===== src/rtl/bitop_arbiter.sv =====
// Shared bit-reverse/rotate engine behind a 2-requester round-robin arbiter; rotates run 1 bit/cycle.
// Define BITOP_FIXED_PRIO_EN to replace round-robin with fixed priority (requester 0 wins ties).
module bitop_arbiter #(
  parameter int WIDTH = 16,
  parameter int AMT_W = 4
) (
  input  logic                 clk,
  input  logic                 rst_n,
  input  logic [1:0]           req_valid,
  output logic [1:0]           req_ready,
  input  logic [3:0]           req_op,
  input  logic [2*WIDTH-1:0]   req_data,
  input  logic [2*AMT_W-1:0]   req_amt,
  output logic                 rsp_valid,
  input  logic                 rsp_ready,
  output logic                 rsp_id,
  output logic [WIDTH-1:0]     rsp_data,
  output logic                 busy
);

  localparam logic [1:0] S_IDLE = 2'd0;
  localparam logic [1:0] S_RUN  = 2'd1;
  localparam logic [1:0] S_DONE = 2'd2;

  localparam logic [1:0] OP_BTR  = 2'b00;
  localparam logic [1:0] OP_ROL  = 2'b01;
  localparam logic [1:0] OP_ROR  = 2'b10;

  logic [1:0]       state;
  logic [WIDTH-1:0] work;
  logic [AMT_W-1:0] cnt;
  logic             dir_right;
  logic             id;
`ifndef BITOP_FIXED_PRIO_EN
  logic             last_grant;
`endif

  logic             gid;
  logic [1:0]       op_sel;
  logic [WIDTH-1:0] data_sel;
  logic [AMT_W-1:0] amt_sel;
  logic [WIDTH-1:0] data_rev;
  logic             is_rot;

  always_comb begin
    gid = 1'b0;
    case (req_valid)
      2'b01:   gid = 1'b0;
      2'b10:   gid = 1'b1;
`ifdef BITOP_FIXED_PRIO_EN
      2'b11:   gid = 1'b0;
`else
      2'b11:   gid = ~last_grant;
`endif
      default: gid = 1'b0;
    endcase
  end

  // Grant only exists in IDLE; the ready is the arbiter's one-hot decision.
  always_comb begin
    req_ready = 2'b00;
    if (state == S_IDLE && |req_valid) begin
      req_ready = gid ? 2'b10 : 2'b01;
    end
  end

  assign op_sel   = gid ? req_op[3:2] : req_op[1:0];
  assign data_sel = gid ? req_data[2*WIDTH-1:WIDTH] : req_data[WIDTH-1:0];
  assign amt_sel  = gid ? req_amt[2*AMT_W-1:AMT_W] : req_amt[AMT_W-1:0];
  assign is_rot   = (op_sel == OP_ROL) || (op_sel == OP_ROR);

  always_comb begin
    data_rev = '0;
    for (int k = 0; k < WIDTH; k++) begin
      data_rev[k] = data_sel[WIDTH-1-k];
    end
  end

  always_ff @(posedge clk) begin
    if (!rst_n) begin
      state      <= S_IDLE;
      work       <= '0;
      cnt        <= '0;
      dir_right  <= 1'b0;
      id         <= 1'b0;
`ifndef BITOP_FIXED_PRIO_EN
      last_grant <= 1'b1;
`endif
    end else begin
      case (state)
        S_IDLE: begin
          if (|req_valid) begin
            id         <= gid;
`ifndef BITOP_FIXED_PRIO_EN
            last_grant <= gid;
`endif
            dir_right  <= (op_sel == OP_ROR);
            if (op_sel == OP_BTR) begin
              work  <= data_rev;
              state <= S_DONE;
            end else begin
              work <= data_sel;
              if (is_rot && amt_sel != '0) begin
                cnt   <= amt_sel;
                state <= S_RUN;
              end else begin
                state <= S_DONE;
              end
            end
          end
        end
        S_RUN: begin
          work <= dir_right ? {work[0], work[WIDTH-1:1]} : {work[WIDTH-2:0], work[WIDTH-1]};
          cnt  <= cnt - 1'b1;
          if (cnt == AMT_W'(1)) begin
            state <= S_DONE;
          end
        end
        S_DONE: begin
          if (rsp_ready) begin
            state <= S_IDLE;
          end
        end
        default: state <= S_IDLE;
      endcase
    end
  end

  assign rsp_valid = (state == S_DONE);
  assign rsp_data  = work;
  assign rsp_id    = id;
  assign busy      = (state != S_IDLE);

endmodule

===== config.mk =====
export PLATFORM = sky130hd
export DESIGN_NAME = bitop_arbiter
export DESIGN_NICKNAME = d
export VERILOG_FILES = /design/src/rtl/bitop_arbiter.sv
export SDC_FILE = /design/constraint.sdc
export NUM_CORES = 1
export LEC_CHECK = 0
export ABC_AREA = 1
export BUFFER_PORTS_ARGS = -buffer_cell sky130_fd_sc_hd__buf_4
export CAP_MARGIN = 20
export CORE_AREA = 5 5 79 81
export DETAILED_ROUTE_END_ITERATION = 8
export DIE_AREA = 0 0 84 86
export GPL_ROUTABILITY_DRIVEN = 0
export GPL_TIMING_DRIVEN = 0
export PLACE_DENSITY = 0.65
export SLEW_MARGIN = 25
export SYNTH_ARGS = -nofsm -noshare
export SYNTH_HDL_FRONTEND = slang
export SYNTH_SLANG_ARGS = --single-unit

===== constraint.sdc =====
create_clock -name clk -period 2.1 [get_ports clk]
set_input_delay 0.105 -clock clk [delete_from_list [all_inputs] [get_ports clk]]
set_output_delay 0.105 -clock clk [all_outputs]
set_load 0.005 [all_outputs]

==> impl_results.md <==
* CP cell instances: nand2_1 > nand2_4 > mux2i_2 > ha_1 > buf_2 > inv_2 > clkbuf_4 > o211ai_1 > a21oi_1
* DR vias/cell at a little under 5
* Initial antenna violation count at 0
* Yosys top cell by area: dfxtp_1
* Tightest Pin Transition at 0.4972 ns
* Grt total ovfl at 0
* Sequential power share at 0.304
* GRT Overall Usage at 0.1552
* Post-synthesis cell area at between 1500 and 2000 µm²
* TritonCTS buffer count at 3
* Commonest cells post-synth: nand2_1 (84), a21oi_1 (34), nor2_1 (30), o21ai_0 (28), dfxtp_1 (25)
* Cell Int Power at about 1500 µW
* CTS Buffer Depth at 2
* ANT cells at 0
* Final Max Tran Viols at 0
* IO Count at 70
* Cts hold-fix bufs at 0
* Buffers on Ports at between 60 and 70
* CP max stage delay at around 0.34 ns
* Die Width at 84 µm
* Pwr/cell area at between 1000 and 1500 nW/µm²
* Hpwl dp at roughly 4.6 mm
* Ratio of cells with drive above 1 in the final layout at 0.2520
* Skew final at ~0.0032 ns
* Async set-reset flop share out of synthesis at 0
* Number of global-route vias before repair at around 2100
* Min Tclk post-route at ~2 ns
* TritonRoute pass-1 iters at 4
* P&R area growth vs syn at 36.25%
* Routed vias at approximately 2100
* Final setup viols at 0
* CP max stage cell: dfxtp_1
* CTS tree: yes
* Comb pwr share at 0.593
* Site Rows at 27
* Top-area cell type share of the netlist area at 0.2730
* Mapped Cells at about 300
* Post-Place Setup Slack at -0.3140 ns
* Total die area at between 7000 and 8000 µm²
* Met3 Wirelength at about 320 µm
* Slew HR at 0.6685
* WP data arrival at approximately 2.1 ns
* Core Footprint at ~5400 µm²
* Critical Path RT at ~2.3 ns
* Hold Slack at 0.1072 ns
* DR iter-0 viols at about 130
* Final core utilization at 0.4620
* DRT Wirelength at 5.682 mm
* Top sig layer: met3
* CTS root buffer: clkbuf_8
* Tcrit/Tclk final at 0.9460
* Number of synthesized flops with an enable pin at 0
* Synth unique cells at 25
* Detail Route Antenna Nets at 0
* Worst-Skew Late Latency at ~0.27 ns
* # DRC at 0
* Critical path launch point type: flop
* Largest net degree at the start of global routing at 14
* RSZ-0062 raised after global routing: false
* Chip height at between 80 and 90 µm
* Leading register cell type out of synthesis: dfxtp_1
* Worst IR Drop VDD at ~0.65 mV
* First-pass GRT wire length at slightly above 9 mm
* Fin area at about 2500 µm²
* Placed Area at about 2400 µm²
* Syn Nets at about 350
* Post-synthesis sequential area ratio at 0.2730
* Flops & latches, synth at 25
* Synthesized area per cell at roughly 6.2 µm²
* Crit-path max FO at 10
* Synth warn at 0
* Max_cap viols at 0
* Hold WC Path Type: input port to flop
* Fmax at ~0.50 GHz
* Final hold violations at 0
* Leakage at 0.001249 µW
* M1 wire length at between 2 and 2.5 mm
* Starting Density at 0.3391
* H-tree levels at 1
* Worst-path clk slew at 0.09 ns
* Crit. End Element: flop
* Nets@finish at 423
* Sw Ratio at 0.4603
* CP Class: flop to flop
* Status: finished clean
* Clock Sinks at 25
* Wire per inst at roughly 13 µm
* Clock share of power at 0.103
* Final worst setup slack at 0.1134 ns
* Count leader, synth: nand2_1
* Switching power at around 1300 µW
* Top cells by area in the synthesized netlist: dfxtp_1 (27%), nand2_1 (17%), a21oi_1 (9.3%)
* Metal2 WL at 2.872 mm
[critical path, delay by kind of cell, from the launching register on]
family,cells,cell delay [ns]
simple gates,2,0.29
buf+inv,3,0.49
mux,1,0.26
compound gates,2,0.33
fa+ha+maj,1,0.17
flops,1,0.34
[flip-flops by register name, indices dropped and copies added, names as in the netlist]
register    cells
state           2
rsp_id          1
dir_right       1
rsp_data       16
cnt             4
last_grant      1
[power groups by stage]
stage,clock network [µW],logic (µW),registers (µW)
6_report,291,1670,857
5_1_grt,313,1890,880
4_1_cts,297,1680,851
3_5_place_dp,0,1670,861
3_3_place_gp,0,1640,860
2_1_floorplan,0,1060,830
[placed cells by master (no fill, tap or decap)]
cell type,netlist,final
a211oi_1,2,2
a21oi_1,34,34
a31oi_1,2,2
buf_2,6,6
buf_4,1,71
buf_6,1,1
clkbuf_1,8,7
clkbuf_4,0,1
clkbuf_8,0,3
clkinv_1,1,1
dfxtp_1,25,25
ha_1,4,4
inv_1,23,22
inv_2,3,4
mux2i_1,9,8
mux2i_2,0,1
nand2_1,84,84
nand2_2,1,1
nand2_4,3,3
nand3_1,6,6
nand3_2,1,1
nor2_1,30,30
nor2_2,1,1
nor4_1,1,1
o211ai_1,16,16
o21ai_0,28,27
o21ai_1,5,6
xnor2_1,1,1
[metal layers]
layer  vias to the layer above  GRT usage
met4                         0    0.02193
met2                        65     0.2914
met3                         0    0.03746
li1                       1124          -
met5                         -          0
met1                       947     0.1827
[worst paths after layout]
check | start | endpoint | slack, ns | cells past startpoint
max | last_grant$_SDFFE_PN1P_ | rsp_data[7]$_SDFFE_PN0P_ | 0.11 | 9
min | rst_n | rsp_data[6]$_SDFFE_PN0P_ | 0.11 | 3
max reg2reg | last_grant$_SDFFE_PN1P_ | rsp_data[7]$_SDFFE_PN0P_ | 0.11 | 9
min reg2reg | rsp_id$_SDFFE_PN0P_ | rsp_id$_SDFFE_PN0P_ | 0.48 | 2
[stage by stage]
step                total power [µW]  cells  setup TNS [ns]
global route                    3080    441               0
detailed placement              2528    437          -3.940
finish                          2820    441               0
CTS                             2827    441               0
floorplan                       1893    296               0
global placement                2503    437          -2.927
[kinds of logic after synthesis]
group,Yosys count,share of synthesized area
flops,25,0.2730
mux,9,0.04915
simple gates,127,0.2840
compound gates,87,0.2635
fa+ha+maj,4,0.02730
buf+inv,43,0.09829
xor+xnor,1,0.004779
[area by class of cell]
type / count / area [µm²]
timing repair buffer: 70 / 525.5
fill: 594 / 2908
buffer: 15 / 78.83
sequential: 25 / 500.5
multi-input combinational: 228 / 1156
clock buffer: 4 / 45.04
inverter: 27 / 101.3
tap: 72 / 90.09
[what timing repair did]
| item | CTS | global route |
|---|---|---|
| pin swaps | 1 | 0 |
| cloned | 0 | 0 |
| endpoints found under the setup margin | 20 | 12 |
| buffers inserted | 1 | 0 |
| resized for setup | 3 | 5 |
Power figures use the tool's default switching activity.
